## config.mk

```make
export PLATFORM = sky130hd
export DESIGN_NAME = data_cache_responder
export DESIGN_NICKNAME = d
export VERILOG_FILES = /design/src/rtl/data_cache_responder.sv
export SDC_FILE = /design/constraint.sdc
export NUM_CORES = 1
export LEC_CHECK = 0
export ABC_CLOCK_PERIOD_IN_PS = 12500
export BUFFER_PORTS_ARGS = -buffer_cell sky130_fd_sc_hd__buf_2
export CAP_MARGIN = 20
export CELL_PAD_IN_SITES_DETAIL_PLACEMENT = 1
export CELL_PAD_IN_SITES_GLOBAL_PLACEMENT = 1
export CORE_MARGIN = 1.5
export CORE_UTILIZATION = 35
export DETAILED_ROUTE_END_ITERATION = 6
export GPL_ROUTABILITY_DRIVEN = 0
export PLACE_DENSITY_LB_ADDON = 0.1
export SETUP_SLACK_MARGIN = 0.5
export SLEW_MARGIN = 20
export SYNTH_ARGS = -nofsm -noshare
export SYNTH_HDL_FRONTEND = slang
export SYNTH_SLANG_ARGS = --single-unit
export TNS_END_PERCENT = 50
```

## constraint.sdc

```tcl
create_clock -name clk -period 12.5 [get_ports clk]
set_input_delay 2.5 -clock clk [delete_from_list [all_inputs] [get_ports clk]]
set_output_delay 2.5 -clock clk [all_outputs]
set_load 0.01 [all_outputs]
```

## src/rtl/data_cache_responder.sv

```systemverilog
// Direct-mapped, write-through, no-write-allocate data cache.
// One word per line; the core holds its request while stall is high.
module data_cache_responder #(
    parameter int INDEX_BITS = 4
) (
    input  logic        clk,
    input  logic        reset,
    input  logic [31:0] cpu_addr,
    input  logic        cpu_re,
    input  logic [3:0]  cpu_we,
    input  logic [31:0] cpu_din,
    output logic [31:0] cpu_dout,
    output logic        stall,
    output logic        mem_req_valid,
    input  logic        mem_req_ready,
    output logic        mem_req_rw,
    output logic [31:0] mem_req_addr,
    output logic [31:0] mem_req_data,
    output logic [3:0]  mem_req_mask,
    input  logic        mem_resp_valid,
    input  logic [31:0] mem_resp_data
);

    localparam int LINES = 1 << INDEX_BITS;
    localparam int TAG_W = 30 - INDEX_BITS;

    localparam logic [1:0] IDLE  = 2'd0;
    localparam logic [1:0] MREQ  = 2'd1;
    localparam logic [1:0] MWAIT = 2'd2;
    localparam logic [1:0] WREQ  = 2'd3;

    logic [1:0]       state_q, state_d;
    logic             req_valid_q, req_valid_d;
    logic [31:2]      req_addr_q, req_addr_d;
    logic [3:0]       req_we_q, req_we_d;
    logic [31:0]      req_din_q, req_din_d;
    logic [31:0]      dout_q, dout_d;
    logic [LINES-1:0] valid_q, valid_d;

    logic [TAG_W-1:0] tag_q [LINES];
    logic [31:0]      data_q [LINES];

    logic                  data_we;
    logic                  tag_we;
    logic [31:0]           data_wdata;
    logic [31:0]           merged;
    logic [INDEX_BITS-1:0] idx;
    logic [TAG_W-1:0]      tag;
    logic [31:0]           line_data;
    logic                  hit;
    logic                  is_write;
    logic                  rd_hit;
    logic                  unused_addr_bits;

    assign unused_addr_bits = ^cpu_addr[1:0];

    assign idx       = req_addr_q[INDEX_BITS+1:2];
    assign tag       = req_addr_q[31:INDEX_BITS+2];
    assign line_data = data_q[idx];
    assign hit       = valid_q[idx] && (tag_q[idx] == tag);
    assign is_write  = (req_we_q != 4'b0000);
    assign rd_hit    = (state_q == IDLE) && req_valid_q
                       && !is_write && hit;

    always_comb begin
        merged = line_data;
        for (int b = 0; b < 4; b++) begin
            if (req_we_q[b]) begin
                merged[8*b +: 8] = req_din_q[8*b +: 8];
            end
        end
    end

    always_comb begin
        state_d       = state_q;
        req_valid_d   = req_valid_q;
        req_addr_d    = req_addr_q;
        req_we_d      = req_we_q;
        req_din_d     = req_din_q;
        dout_d        = dout_q;
        valid_d       = valid_q;
        data_we       = 1'b0;
        tag_we        = 1'b0;
        data_wdata    = merged;
        stall         = 1'b1;
        mem_req_valid = 1'b0;
        unique case (state_q)
            IDLE: begin
                stall = req_valid_q && !rd_hit;
                if (rd_hit) begin
                    dout_d = line_data;
                end
                if (req_valid_q && is_write) begin
                    data_we = hit;
                    state_d = WREQ;
                end else if (req_valid_q && !hit) begin
                    state_d = MREQ;
                end
            end
            MREQ: begin
                mem_req_valid = 1'b1;
                if (mem_req_ready) begin
                    state_d = MWAIT;
                end
            end
            MWAIT: begin
                if (mem_resp_valid) begin
                    data_we      = 1'b1;
                    tag_we       = 1'b1;
                    data_wdata   = mem_resp_data;
                    valid_d[idx] = 1'b1;
                    state_d      = IDLE;
                end
            end
            WREQ: begin
                mem_req_valid = 1'b1;
                if (mem_req_ready) begin
                    req_valid_d = 1'b0;
                    state_d     = IDLE;
                end
            end
            default: state_d = IDLE;
        endcase
        if (!stall) begin
            req_valid_d = cpu_re || (cpu_we != 4'b0000);
            req_addr_d  = cpu_addr[31:2];
            req_we_d    = cpu_we;
            req_din_d   = cpu_din;
        end
    end

    always_ff @(posedge clk) begin
        if (reset) begin
            state_q     <= IDLE;
            req_valid_q <= 1'b0;
            req_addr_q  <= '0;
            req_we_q    <= '0;
            req_din_q   <= '0;
            dout_q      <= '0;
            valid_q     <= '0;
        end else begin
            state_q     <= state_d;
            req_valid_q <= req_valid_d;
            req_addr_q  <= req_addr_d;
            req_we_q    <= req_we_d;
            req_din_q   <= req_din_d;
            dout_q      <= dout_d;
            valid_q     <= valid_d;
        end
    end

    // Tag/data arrays are never reset; valid bits gate their use.
    always_ff @(posedge clk) begin
        if (data_we) begin
            data_q[idx] <= data_wdata;
        end
        if (tag_we) begin
            tag_q[idx] <= tag;
        end
    end

    assign cpu_dout     = rd_hit ? line_data : dout_q;
    assign mem_req_rw   = (state_q == WREQ);
    assign mem_req_addr = {req_addr_q, 2'b00};
    assign mem_req_data = req_din_q;
    assign mem_req_mask = req_we_q;

endmodule
```

Word level (Yosys, flattened, before mapping)
Memories as Yosys holds them, arrays and structs flattened. A register that Yosys moved wholly into a read port is not among the register bits. Cells that the tools add are included.

Order comparisons: 2. Eq/ne operators: 10. Mux-type cells: 34. Bitwise operators: 1. Reduce and logical (&&, ||, !) cells: 19.

Operators with widths (number): 32-bit 2-to-1 mux (3); 8-bit 2-to-1 mux (4); 26-bit equality test (1); 4-bit 2-to-1 mux (4); 16-bit OR (1); 1-bit 2-to-1 mux (14); 2-bit 2-to-1 mux (5); 1-bit logical AND (8); 2-bit case mux with 4 select lines (1); 4-bit nonzero test (2); 2-bit inequality test (second input constant) (3); 4-bit by 5-bit < comparator with 1-bit output (second input constant) (1); 1-bit binary-select mux with 4-bit select (1); 1-bit demux with 4-bit select (1); 2-bit equality test (second input constant) (2); 4-bit by 1-bit greater-or-equal comparator with 1-bit output (second input constant) (1); 2-bit by 1-bit inequality test with 1-bit output (second input constant) (2); 2-bit AND reduction (2); 4-bit AND reduction (1); 1-bit zero test (3); 3-bit by 1-bit inequality test with 1-bit output (second input constant) (1); 2-bit by 1-bit equality test with 1-bit output (second input constant) (1); 2-bit zero test (1); 1-bit case mux with 2 select lines (1); 2 further kinds (2).

Flip-flop bits (word level): 117. Bits in writable memories: 928. Bits of input ports: 105. Logic and storage cells: 75. Memories kept: 2.

Memory list: data_q (words 16, width 32, read ports 1, clocked after memory_dff 1, wr ports 1, RTL line 41) `logic [31:0] data_q [LINES];`; tag_q (words 16, width 26, read ports 1, clocked after memory_dff 1, wr ports 1, RTL line 40) `logic [TAG_W-1:0] tag_q [LINES];`.

Depth between registers and ports, before layout
Depth in word-level cells: 9. Mapped depth: 17. Gate-level depth less buffers: 9.

Worst setup path after synthesis
OpenSTA, ideal clock, no wires.

Path type: input-to-reg. Start: in mem_resp_valid. End: mem data_q[0][0] (enable). Library setup time: 0.502 ns. Arrival time: 5.854 ns. Data required time: 11.998 ns. Slack: 6.145 ns. Stages: 3. Path buffers: 0. Path through: nand2_1 -> o21a_1 -> nor4_1.

Cells in the longest elaborated chain, start to end: 4.

Ends and longest elaborated chain: start: declaration (RTL line 20) `input logic mem_resp_valid,`; 1-bit 2-to-1 mux (RTL line 107) `if (mem_resp_valid) begin`; 1-bit case mux with 2 select lines (RTL line 87) `unique case (state_q)`; 1-bit 2-to-1 mux (RTL line 154) `if (data_we) begin`; 1-bit 2-to-1 mux (not written as such) (RTL line 155) `data_q[idx] <= data_wdata;`; end: declaration (RTL line 41).

No other way between the ends.

==> out/results.ini <==
[grt]
grt_first_pass_wirelength_mm=167
overflow=0
grt_max_degree=136
antenna_found_initial=5
grt.total_usage=0.191
grt_pass1_vias=23300

[placed_design]
dpl.hpwl_mm=62.3
io_buffers=203

[routing]
ant_nets=0
viasPerCell=5.36
wirelength_mm=114
wl_per_cell_um=28.7
drcViolationCount=0
vias=21400
dr.pass1.iters=7
drt_iter0_drc=1512

[pwr]
p_leak_uw=0.0155
switchingPower_uw=3170
switching_share=0.301
clockPowerShare=0.313
power.density_nw_per_um2=219
cellInternalPower_uw=7390
ir_worst_vdd_mv=0.118
power_frac_seq=0.454
p_comb_frac=0.232

[synthesis]
synth-compound-area-share=0.0302
synth_top_family_by_area=multiplexers
synth_xor_area_frac=0.00573
synth_edf_count=928
ys_warn_count=0
syn_area_sq_um=41300
syn_inst=2095
synthMuxAreaShare=0.175
synth_seq_cells=1049
postSynthAreaPerCell_sq_um=19.7
synth_fa_ha_area_frac=0
yosysUniqueCellTypes=58
ys_seq_area_frac=0.734
synth_top_area_frac=0.675
yosysTopAreaCell=edfxtp_1
synth.area.top_cells=edfxtp_1, mux4_2, dfxtp_1
ys.flop_type=edfxtp_1
synthSimpleGateAreaFrac=0.0390
async_flop_share=0

[timing]
finClkSkew_ns=0.0362
tns_ns=0
hold_viol=0
tightest_slew_ns=1.10
fin_crit_sh=0.661
slew-limit-headroom=0.269
post-route-min-period_ns=8.26
slew_violations=0
max_freq_ghz=0.121
rsz0062_at_grt=false
setup_viol=0

[floorplanning]
dieArea_sq_um=120000
dieWidth_um=346
start_util=0.354
core_sq_um=117000
fp.dieH_um=346
num_io_pins=208
rows=125

[setup_path]
cp_data_arrival_time_ns=5.76
worst_ep_required_time_ns=10.00
start_kind=register
endpoint_kind=output port
cp_max_fo=51
critPathKind=register to output port

[cts]
htree_levels=3
clk_latency_ns=0.72
tritoncts=done
clk_path_buf_depth=3
post_cts_buffers=0
cts_hold_buf=0
cts_buffers=114
cts_sinks=1049
cts-root-buf=clkbuf_16
clk_pin_slew_ns=0.06
cts_resized=0

[final_layout]
final_core_util=0.413
final_common_cell=edfxtp_1
final_cell_mix=edfxtp_1, mux4_2, buf_2
drive_gt1_frac=0.328
syn2layout_area_growth_pct=16.6
n_antenna_cell=0
fin_nets=2464

[outcome]
status=completed

[min_path]
hold_class=register to register

[flow_run]
max_cap_violations=0

## kinds of logic after synthesis
logic type,count (synthesis)
DFF,1049
muxes,388
and+or+nand+nor,273
AOI/OAI and AO/OA,217
buffers and inverters,140
xor gates and xnor gates,27
other,1
## critical path, stage by stage (launching register included)
cell and delay, ns:
dfxtp_4 0.71, buf_4 0.69, buf_4 0.74, mux4_2 0.41, a22oi_1 0.21, nand2_1 0.09
xnor2_1 0.20, and4_1 0.26, and4_1 0.26, nand4b_4 0.09, buf_4 0.65, mux2_2 0.43
buf_2 0.15
## synth_stat cells, types with 6 or more instances
library cell,instances
a21oi_1,72
o21ai_0,98
nand2_1,47
buf_6,7
nor4_1,6
edfxtp_1,928
nand3b_1,65
mux4_2,254
nor3_1,14
clkbuf_1,56
nand3_1,8
nor2_1,46
buf_4,12
buf_1,11
xnor2_1,23
mux2_4,30
mux2i_1,98
dfxtp_1,121
a22oi_1,17
mux2_2,6
buf_2,51
o21ba_2,6
nor2b_1,42
## registers in the layout, summed over array words and instances (netlist names), named ones only
name	count
req_addr_q	30
mem_req_data	32
req_valid_q	1
state_q	2
mem_req_mask	4
dout_q	32
valid_q	16
data_q	512
tag_q	416
## power groups by stage
stage          logic [uW]  clock network, uW  registers [uW]
2_1_floorplan        1580                  0            4760
3_3_place_gp         2420                  0            4860
3_5_place_dp         2500                  0            4880
4_1_cts              2510               3400            4810
5_1_grt              2670               3530            4840
6_report             2450               3310            4800
## layer usage
layer	vias to the layer above	wire length (um)	GRT usage
met5	-	34	0
met4	6	2430	0.0458
met3	157	4070	0.0299
met2	450	55800	0.316
met1	11700	52000	0.265
li1	9084	-	-
## worst paths after layout
path,start,to,slack [ns],cells after the start
hold / removal,valid_q[6]$_SDFFE_PP0P_,valid_q[6]$_SDFFE_PP0P_,0.46,2
setup / recovery,register,cpu_dout[30],4.24,12
setup reg to reg,register,data_q[8][16]$_DFFE_PP_,6.51,12
hold reg to reg,valid_q[6]$_SDFFE_PP0P_,valid_q[6]$_SDFFE_PP0P_,0.46,2
## metrics by stage
stage / cell area [sq um] / power [uW] / setup slack (ns) / hold slack (ns) / std cells
global placement: 44400 / 7280 / 4.70 / 0.445 / 3767
CTS: 48100 / 10700 / 4.11 / 0.469 / 3982
finish: 48100 / 10600 / 4.24 / 0.463 / 3982
detailed placement: 44400 / 7380 / 4.88 / 0.456 / 3767
floorplan: 41300 / 6340 / 6.14 / 0.435 / 2096
global route: 48100 / 11000 / 3.97 / 0.503 / 3982
## area by class of cell
cell class / count / area, sq um
clock inverters: 54 / 469
flip-flops and latches: 1049 / 30300
well taps: 1524 / 1910
inverters: 3 / 11.3
repair buffers: 284 / 1660
fillers: 11000 / 68400
multi-input cells: 907 / 10600
clock buffers: 161 / 3220
Note: power is estimated with default switching activity, not from simulation.
